[config.mk]
export PLATFORM = sky130hd
export DESIGN_NAME = id_r_pipe
export DESIGN_NICKNAME = d
export VERILOG_FILES = /design/src/rtl/id_r_pipe.sv
export SDC_FILE = /design/constraint.sdc
export NUM_CORES = 1
export LEC_CHECK = 0
export ABC_AREA = 1
export CAP_MARGIN = 15
export CORE_UTILIZATION = 45
export CTS_CLUSTER_DIAMETER = 200
export DETAILED_ROUTE_END_ITERATION = 16
export PLACE_DENSITY_LB_ADDON = 0.05
export SKIP_CTS_REPAIR_TIMING = 1
export SYNTH_ARGS = -nofsm -noshare
export SYNTH_HDL_FRONTEND = slang
export SYNTH_SLANG_ARGS = --single-unit
[constraint.sdc]
create_clock -name clk -period 3.99 [get_ports clk]
set_input_delay 0.5985 -clock clk [delete_from_list [all_inputs] [get_ports clk]]
set_output_delay 0.5985 -clock clk [all_outputs]
set_load 0.005 [all_outputs]
[src/rtl/id_r_pipe.sv]
// Decode/register-read stage for R-type instructions (SPECIAL/SPECIAL2) feeding EX.
// Resolves JR/JALR branch requests and tracks the branch delay slot.
module id_r_pipe #(
    parameter int DATA_W = 32,
    parameter int ADDR_W = 32,
    parameter int REG_AW = 5
) (
    input  logic              clk,
    input  logic              rst,
    input  logic              flush,
    input  logic              in_valid,
    output logic              in_ready,
    input  logic [ADDR_W-1:0] pc,
    input  logic [31:0]       inst,
    output logic              rd_en_1,
    output logic [REG_AW-1:0] rd_addr_1,
    output logic              rd_en_2,
    output logic [REG_AW-1:0] rd_addr_2,
    input  logic [DATA_W-1:0] rd_data_1,
    input  logic [DATA_W-1:0] rd_data_2,
    output logic              out_valid,
    input  logic              out_ready,
    output logic [DATA_W-1:0] op1,
    output logic [DATA_W-1:0] op2,
    output logic [4:0]        shamt,
    output logic [5:0]        funct,
    output logic              wr_en,
    output logic [REG_AW-1:0] wr_addr,
    output logic              in_ds,
    output logic              br_flag,
    output logic [ADDR_W-1:0] br_addr,
    output logic              err_jump_in_ds
);

    typedef enum logic {NORM = 1'b0, DS = 1'b1} ds_state_t;

    ds_state_t state, state_nx;
    logic      ds_now;

    logic [5:0]        opcode_f;
    logic [5:0]        funct_f;
    logic [REG_AW-1:0] rs_f, rt_f, rd_f;
    logic              is_special, is_r, is_jr, is_jalr, is_jump;
    logic              accept;
    logic [ADDR_W-1:0] link_addr;

    logic              vld_p1;
    logic [DATA_W-1:0] op1_p1, op2_p1;
    logic [4:0]        shamt_p1;
    logic [5:0]        funct_p1;
    logic              wr_en_p1, in_ds_p1, br_flag_p1, err_p1;
    logic [REG_AW-1:0] wr_addr_p1;
    logic [ADDR_W-1:0] br_addr_p1;

    function automatic logic wr_allow(input logic r, input logic jr, input logic [5:0] fn,
                                      input logic special, input logic [REG_AW-1:0] rd,
                                      input logic [DATA_W-1:0] d2, input logic bad_jump);
        logic movz_kill, movn_kill;
        movz_kill = special && (fn == 6'h0A) && (d2 != '0);
        movn_kill = special && (fn == 6'h0B) && (d2 == '0);
        return r && !jr && (rd != '0) && !movz_kill && !movn_kill && !bad_jump;
    endfunction

    assign opcode_f   = inst[31:26];
    assign funct_f    = inst[5:0];
    assign rs_f       = REG_AW'(inst[25:21]);
    assign rt_f       = REG_AW'(inst[20:16]);
    assign rd_f       = REG_AW'(inst[15:11]);
    assign is_special = (opcode_f == 6'h00);
    assign is_r       = is_special || (opcode_f == 6'h1C);
    assign is_jr      = is_special && (funct_f == 6'h08);
    assign is_jalr    = is_special && (funct_f == 6'h09);
    assign is_jump    = is_jr || is_jalr;
    assign link_addr  = pc + ADDR_W'(8);

    assign in_ready  = !rst && (!vld_p1 || out_ready);
    assign accept    = in_valid && in_ready;
    assign rd_en_1   = !rst && in_valid && is_r;
    assign rd_en_2   = rd_en_1;
    assign rd_addr_1 = rd_en_1 ? rs_f : '0;
    assign rd_addr_2 = rd_en_2 ? rt_f : '0;

    // Delay-slot FSM: state register
    always_ff @(posedge clk) begin
        if (rst) state <= NORM;
        else     state <= state_nx;
    end

    always_comb begin
        state_nx = state;
        if (flush) begin
            state_nx = NORM;
        end else if (accept) begin
            case (state)
                NORM:    state_nx = is_jump ? DS : NORM;
                DS:      state_nx = NORM;
                default: state_nx = NORM;
            endcase
        end
    end

    always_comb begin
        ds_now = (state == DS);
    end

    // Stage p1: EX payload register
    always_ff @(posedge clk) begin
        if (rst) begin
            vld_p1     <= 1'b0;
            op1_p1     <= '0;
            op2_p1     <= '0;
            shamt_p1   <= '0;
            funct_p1   <= '0;
            wr_en_p1   <= 1'b0;
            wr_addr_p1 <= '0;
            in_ds_p1   <= 1'b0;
            br_flag_p1 <= 1'b0;
            br_addr_p1 <= '0;
            err_p1     <= 1'b0;
        end else if (flush) begin
            vld_p1     <= 1'b0;
            br_flag_p1 <= 1'b0;
            err_p1     <= 1'b0;
        end else if (accept) begin
            vld_p1   <= 1'b1;
            shamt_p1 <= inst[10:6];
            funct_p1 <= funct_f;
            in_ds_p1 <= ds_now;
            if (!is_r)        op1_p1 <= '0;
            else if (is_jalr) op1_p1 <= DATA_W'(link_addr);
            else if (is_jr)   op1_p1 <= '0;
            else              op1_p1 <= rd_data_1;
            op2_p1 <= is_r ? rd_data_2 : '0;
            if (wr_allow(is_r, is_jr, funct_f, is_special, rd_f, rd_data_2, is_jump && ds_now)) begin
                wr_en_p1   <= 1'b1;
                wr_addr_p1 <= rd_f;
            end else begin
                wr_en_p1   <= 1'b0;
                wr_addr_p1 <= '0;
            end
            br_flag_p1 <= is_jump && !ds_now;
            br_addr_p1 <= (is_jump && !ds_now) ? rd_data_1[ADDR_W-1:0] : '0;
            err_p1     <= is_jump && ds_now;
        end else if (out_ready) begin
            // Transfer drained: branch/error pulses must not outlive their beat.
            vld_p1     <= 1'b0;
            br_flag_p1 <= 1'b0;
            err_p1     <= 1'b0;
        end
    end

    assign out_valid      = vld_p1;
    assign op1            = op1_p1;
    assign op2            = op2_p1;
    assign shamt          = shamt_p1;
    assign funct          = funct_p1;
    assign wr_en          = wr_en_p1;
    assign wr_addr        = wr_addr_p1;
    assign in_ds          = in_ds_p1;
    assign br_flag        = br_flag_p1 && vld_p1;
    assign br_addr        = br_addr_p1;
    assign err_jump_in_ds = err_p1;

endmodule

# After elaboration in Yosys (flattened, before gate mapping)
# Cells that the tools add are included.
word_totals:
  register_bits: 118
  inputBits: 133
  output_inout_bits: 130
  wordCells: 70
classes:
  add_sub_neg: 1
  eq_ne: 5
  muxes: 15
  bitwise: 2
  n_reduce_logical: 35
op_table:
  columns: ["cell", "n"]
  rows:
  - ["32-bit two-way mux", 5]
  - ["32-bit by 4-bit adder with 32-bit output, second input constant", 1]
  - ["32-bit logical NOT", 1]
  - ["32-bit nonzero test", 1]
  - ["6-bit by 4-bit equality test with 1-bit output, second input constant", 4]
  - ["1-bit logical AND", 18]
  - ["5-bit two-way mux", 3]
  - ["1-bit logical NOT", 7]
  - ["6-bit by 5-bit equality test with 1-bit output, second input constant", 1]
  - ["6-bit logical NOT", 1]
  - ["1-bit two-way mux", 6]
  - ["5-bit nonzero test", 1]
  - ["1-bit logical OR", 3]
  - ["1-bit inverter", 2]
  - ["1-bit one-hot mux with 2 select lines", 1]
  - ["2-bit AND reduction", 1]
  - ["2-bit nonzero test", 1]
  - ["2-bit OR reduction", 1]

# Longest topological paths before layout
depth:
  depth_word: 9
  ltp_mapped: 11
  mapped_depth_nobuf: 11

# Least setup slack after synthesis
# Ideal clock, no wire load.
synth_timing:
  path_type: "input-to-output"
  from: "input inst[27]"
  to: "output rd_en_2"
  t_arrival_ns: 1.414
  path_slack_ns: 1.977
  path_stages: 7
  path_buffers: 2
  path_cell_list: "nor2_1 > nand3_2 > nand2_1 > nand2_1 > clkbuf_1 > inv_1 > buf_4"
synth_via:
  elab_chain_len: 3
synth_lines:
  columns: ["element", "line_no", "source"]
  rows:
  - ["from (decl)", "14", "input logic [31:0] inst,"]
  - ["6-bit by 5-bit equality test with 1-bit output or 6-bit logical NOT (tied branches)", "70, 69", null]
  - ["1-bit logical OR (*)", "70", "assign is_r = is_special || (opcode_f == 6'h1C);"]
  - ["1-bit logical AND (*)", "78", "assign rd_en_1 = !rst && in_valid && is_r;"]
  - ["to (decl)", "17", "output logic rd_en_2,"]
# Mark *: on every way between the ends. The rest lies on a longest branch, timed or not.

# Final worst setup path
layout_timing:
  from: "input inst[28]"
  to: "output rd_addr_1[4]"
layout_via:
  elab_chain_len: 4
layout_lines:
  columns: ["element", "line_no", "source"]
  rows:
  - ["6-bit by 5-bit equality test with 1-bit output or 6-bit logical NOT (tied branches)", "70, 69", null]
  - ["1-bit logical OR (*)", "70", null]
  - ["1-bit logical AND (*)", "78", null]
  - ["5-bit two-way mux (*)", "80", "assign rd_addr_1 = rd_en_1 ? rs_f : '0;"]
  - ["to (decl)", "16", "output logic [REG_AW-1:0] rd_addr_1,"]
# Marked as above.

==> flow_summary.toml <==
[place]
placed_cells = 1259
pre_cts_ws_ns = 0.979
dpl_cell_area_um2 = 8300
dp_hpwl_um = 12800
portBuffers = 262
gp_congestion = 0.875

[layout]
regArea_um2 = 2360
finish.net_count = 1244
final_cell_mix = "nand2_1 (368), clkdlybuf4s50_1 (261), a21oi_1 (120)"
n_antenna_cell = 0
multi_input_area_um2 = 2900
final_common_cell = "nand2_1"
stdcell_area_um2 = 8890
final_layout_size_suffix_gt1_share_pct = 5.08
fin_cells = 1290
nFillCells = 1046
syn_to_final_growth_pct = 55.8

[synth]
synth_top_area_cell = "dfxtp_1"
synth.cell_area_um2 = 5710
synthSimpleGateAreaFrac_pct = 36.7
synth_nets = 1001
synth_xor_area_share_pct = 1.84
synth_top_family_by_area = "simple AND/OR/NAND/NOR gates"
synth_area_leaders = "dfxtp_1 (41%), nand2_1 (24%), a21oi_1 (11%)"
synth_compound_area_share_pct = 12.1
synth_mux_area_share_pct = 0
synth_cell_types = 33
synth_fa_ha_area_share_pct = 0.219
ys_ff_latch = 118
postSynthAreaPerCell_um2 = 6.58
syn_inst = 867
yosys_warnings = 0
yosysSeqAreaShare_pct = 41.4
yosys.area.top_type_share_pct = 41.4

[job]
cap_violations = 0

[sta]
finalWorstSetupSlack_ns = 0.984
finalHoldViolations = 0
setup_violations = 0
fin_tns_setup_ns = 0
fin_crit_ns = 3.01
fmax_mhz = 333
period_share_pct = 75.3
tightest_slew_ns = 1.03
maxSlewViolCount = 0
rsz0062_at_grt = "false"
finClkSkew_ns = 0.00514
relSlewSlack_pct = 31.6

[power]
vdd_ir_drop_max_v = 0.000257
power_mw = 2.98
powerDensity_nw_per_um2 = 335
p_leak_nw = 3.29

[critical_path]
path_max_fanout = 11
r2r_end = "op2[25]$_SDFFE_PP0P_"
path_class = "input pin to output pin"
reg2reg_from = "out_valid$_SDFFE_PP0P_"
cp.required_ns = 3.39
crit_arrival_ns = 2.41
end_kind = "output pin"
startpoint_type = "input pin"
reg2reg_setup_slack_ns = 1.76
reg2regPathDepth = 7

[floorplanning]
row_count = 40
dieHeight_um = 115
core-area_um2 = 12200
initial_core_util_pct = 46.9
die_w_um = 115
die_area_um2 = 13100
io_pins = 263

[grt]
antenna_found_initial = 0
gr-total-overflow = 0
grt_use_total_pct = 27.6
grt_max_degree = 101
grt_first_pass_wirelength_um = 28100
grt_pass1_vias = 5805

[route]
wl_per_cell_um = 13.9
postRouteAntennaNets = 0
vias = 6323
vias_per_cell = 4.90
wl_um = 17900
drc = 0
dr.first_iter.drc_count = 418
first_pass_iters = 4

[cts]
clk_latency_ns = 0.41
h-tree-depth = 4
cts_tree = "done"
clock_path_buffers = 2
cts_sinks = 118
clk_pin_slew_worst_paths_ns = 0.05
numCtsBuffers = 17
cts_root_buffer = "clkbuf_16"

[worst_hold_path]
min-delay-start = "shamt[2]$_SDFFE_PP0P_"
whs_endpoint = "shamt[2]$_SDFFE_PP0P_"
min_path_cells = 2
min_path_type = "flip-flop to flip-flop"

[outcome]
status = "finished, final reports clean"
-- metal layers --
metal  track usage, %  routed length (µm)
met5                0                   0
met4             9.87                 308
met3             8.26                1370
met1             33.4                7730
met2             46.2                8520
-- synth_stat cells (all sizes together) --
cell    instances
nand3          42
o21ai          11
xnor2           7
buf            21
xor2            5
clkbuf         20
nor3            3
inv            50
a22o            3
nor2           88
o21bai          1
or2             2
nand4           1
dfxtp         118
ha              1
and2            2
nor3b           1
a21oi         120
nand2         371
-- report_power, final --
| group | leakage, nW | total, mW | internal [mW] | switching (mW) |
|---|---|---|---|---|
| logic | 2.06 | 0.288 | 0.159 | 0.129 |
| clock network | 0.281 | 1.50 | 0.977 | 0.526 |
| registers | 0.951 | 1.19 | 1.19 | 0.00302 |
-- state kept, by name (all words and copies together) (netlist names) --
register	count
ds_now	1
out_valid	1
wr_addr	5
shamt	5
funct	6
br_addr	32
wr_en	1
err_jump_in_ds	1
in_ds	1
op1	32
br_flag_p1	1
op2	32
-- layout make-up --
cell class	count	area share, %
inverter	50	2.13
tap	168	2.36
clock buffer	23	5.49
multi-input combinational	658	32.6
timing repair buffer	265	29.7
sequential	118	26.6
clock inverter	8	1.10
-- metrics by stage --
stage / hold slack (ns) / util, %
3_5_place_dp: 0.451 / 68.3
2_1_floorplan: 0.456 / -
3_3_place_gp: 0.448 / 68.3
4_1_cts: 0.460 / 73.1
6_report: 0.459 / 73.1
5_1_grt: 0.474 / 73.1
-- cells by family (layout without fill, tap and decap cells) --
kind of cell	after synthesis	count (layout)
xor+xnor	12	12
compound gates	135	135
flops	118	118
fa+ha+maj	1	1
simple gates	510	510
buf+inv	91	346
-- worst max-delay path: stages --
cell             delay, ns
clkdlybuf4s50_1       0.47
inv_1                 0.05
nor2_1                0.09
nand3_1               0.15
nand2_1               0.11
nand2_1               0.21
nor2_1                0.19
clkdlybuf4s50_1       0.53
-- worst max-delay path by stage --
stage,start,to,slack [ns],cells past startpoint
after global routing,inst[29],rd_addr_1[4],0.82,8
after CTS,inst[28],rd_addr_1[4],0.97,8
after global placement,inst[28],rd_addr_2[3],1.07,8
final,inst[28],rd_addr_1[4],0.98,8
after detailed placement,inst[28],rd_addr_1[4],0.98,8
after floorplan,inst[27],rd_en_2,1.98,7
(Power assumes the default switching activity.)
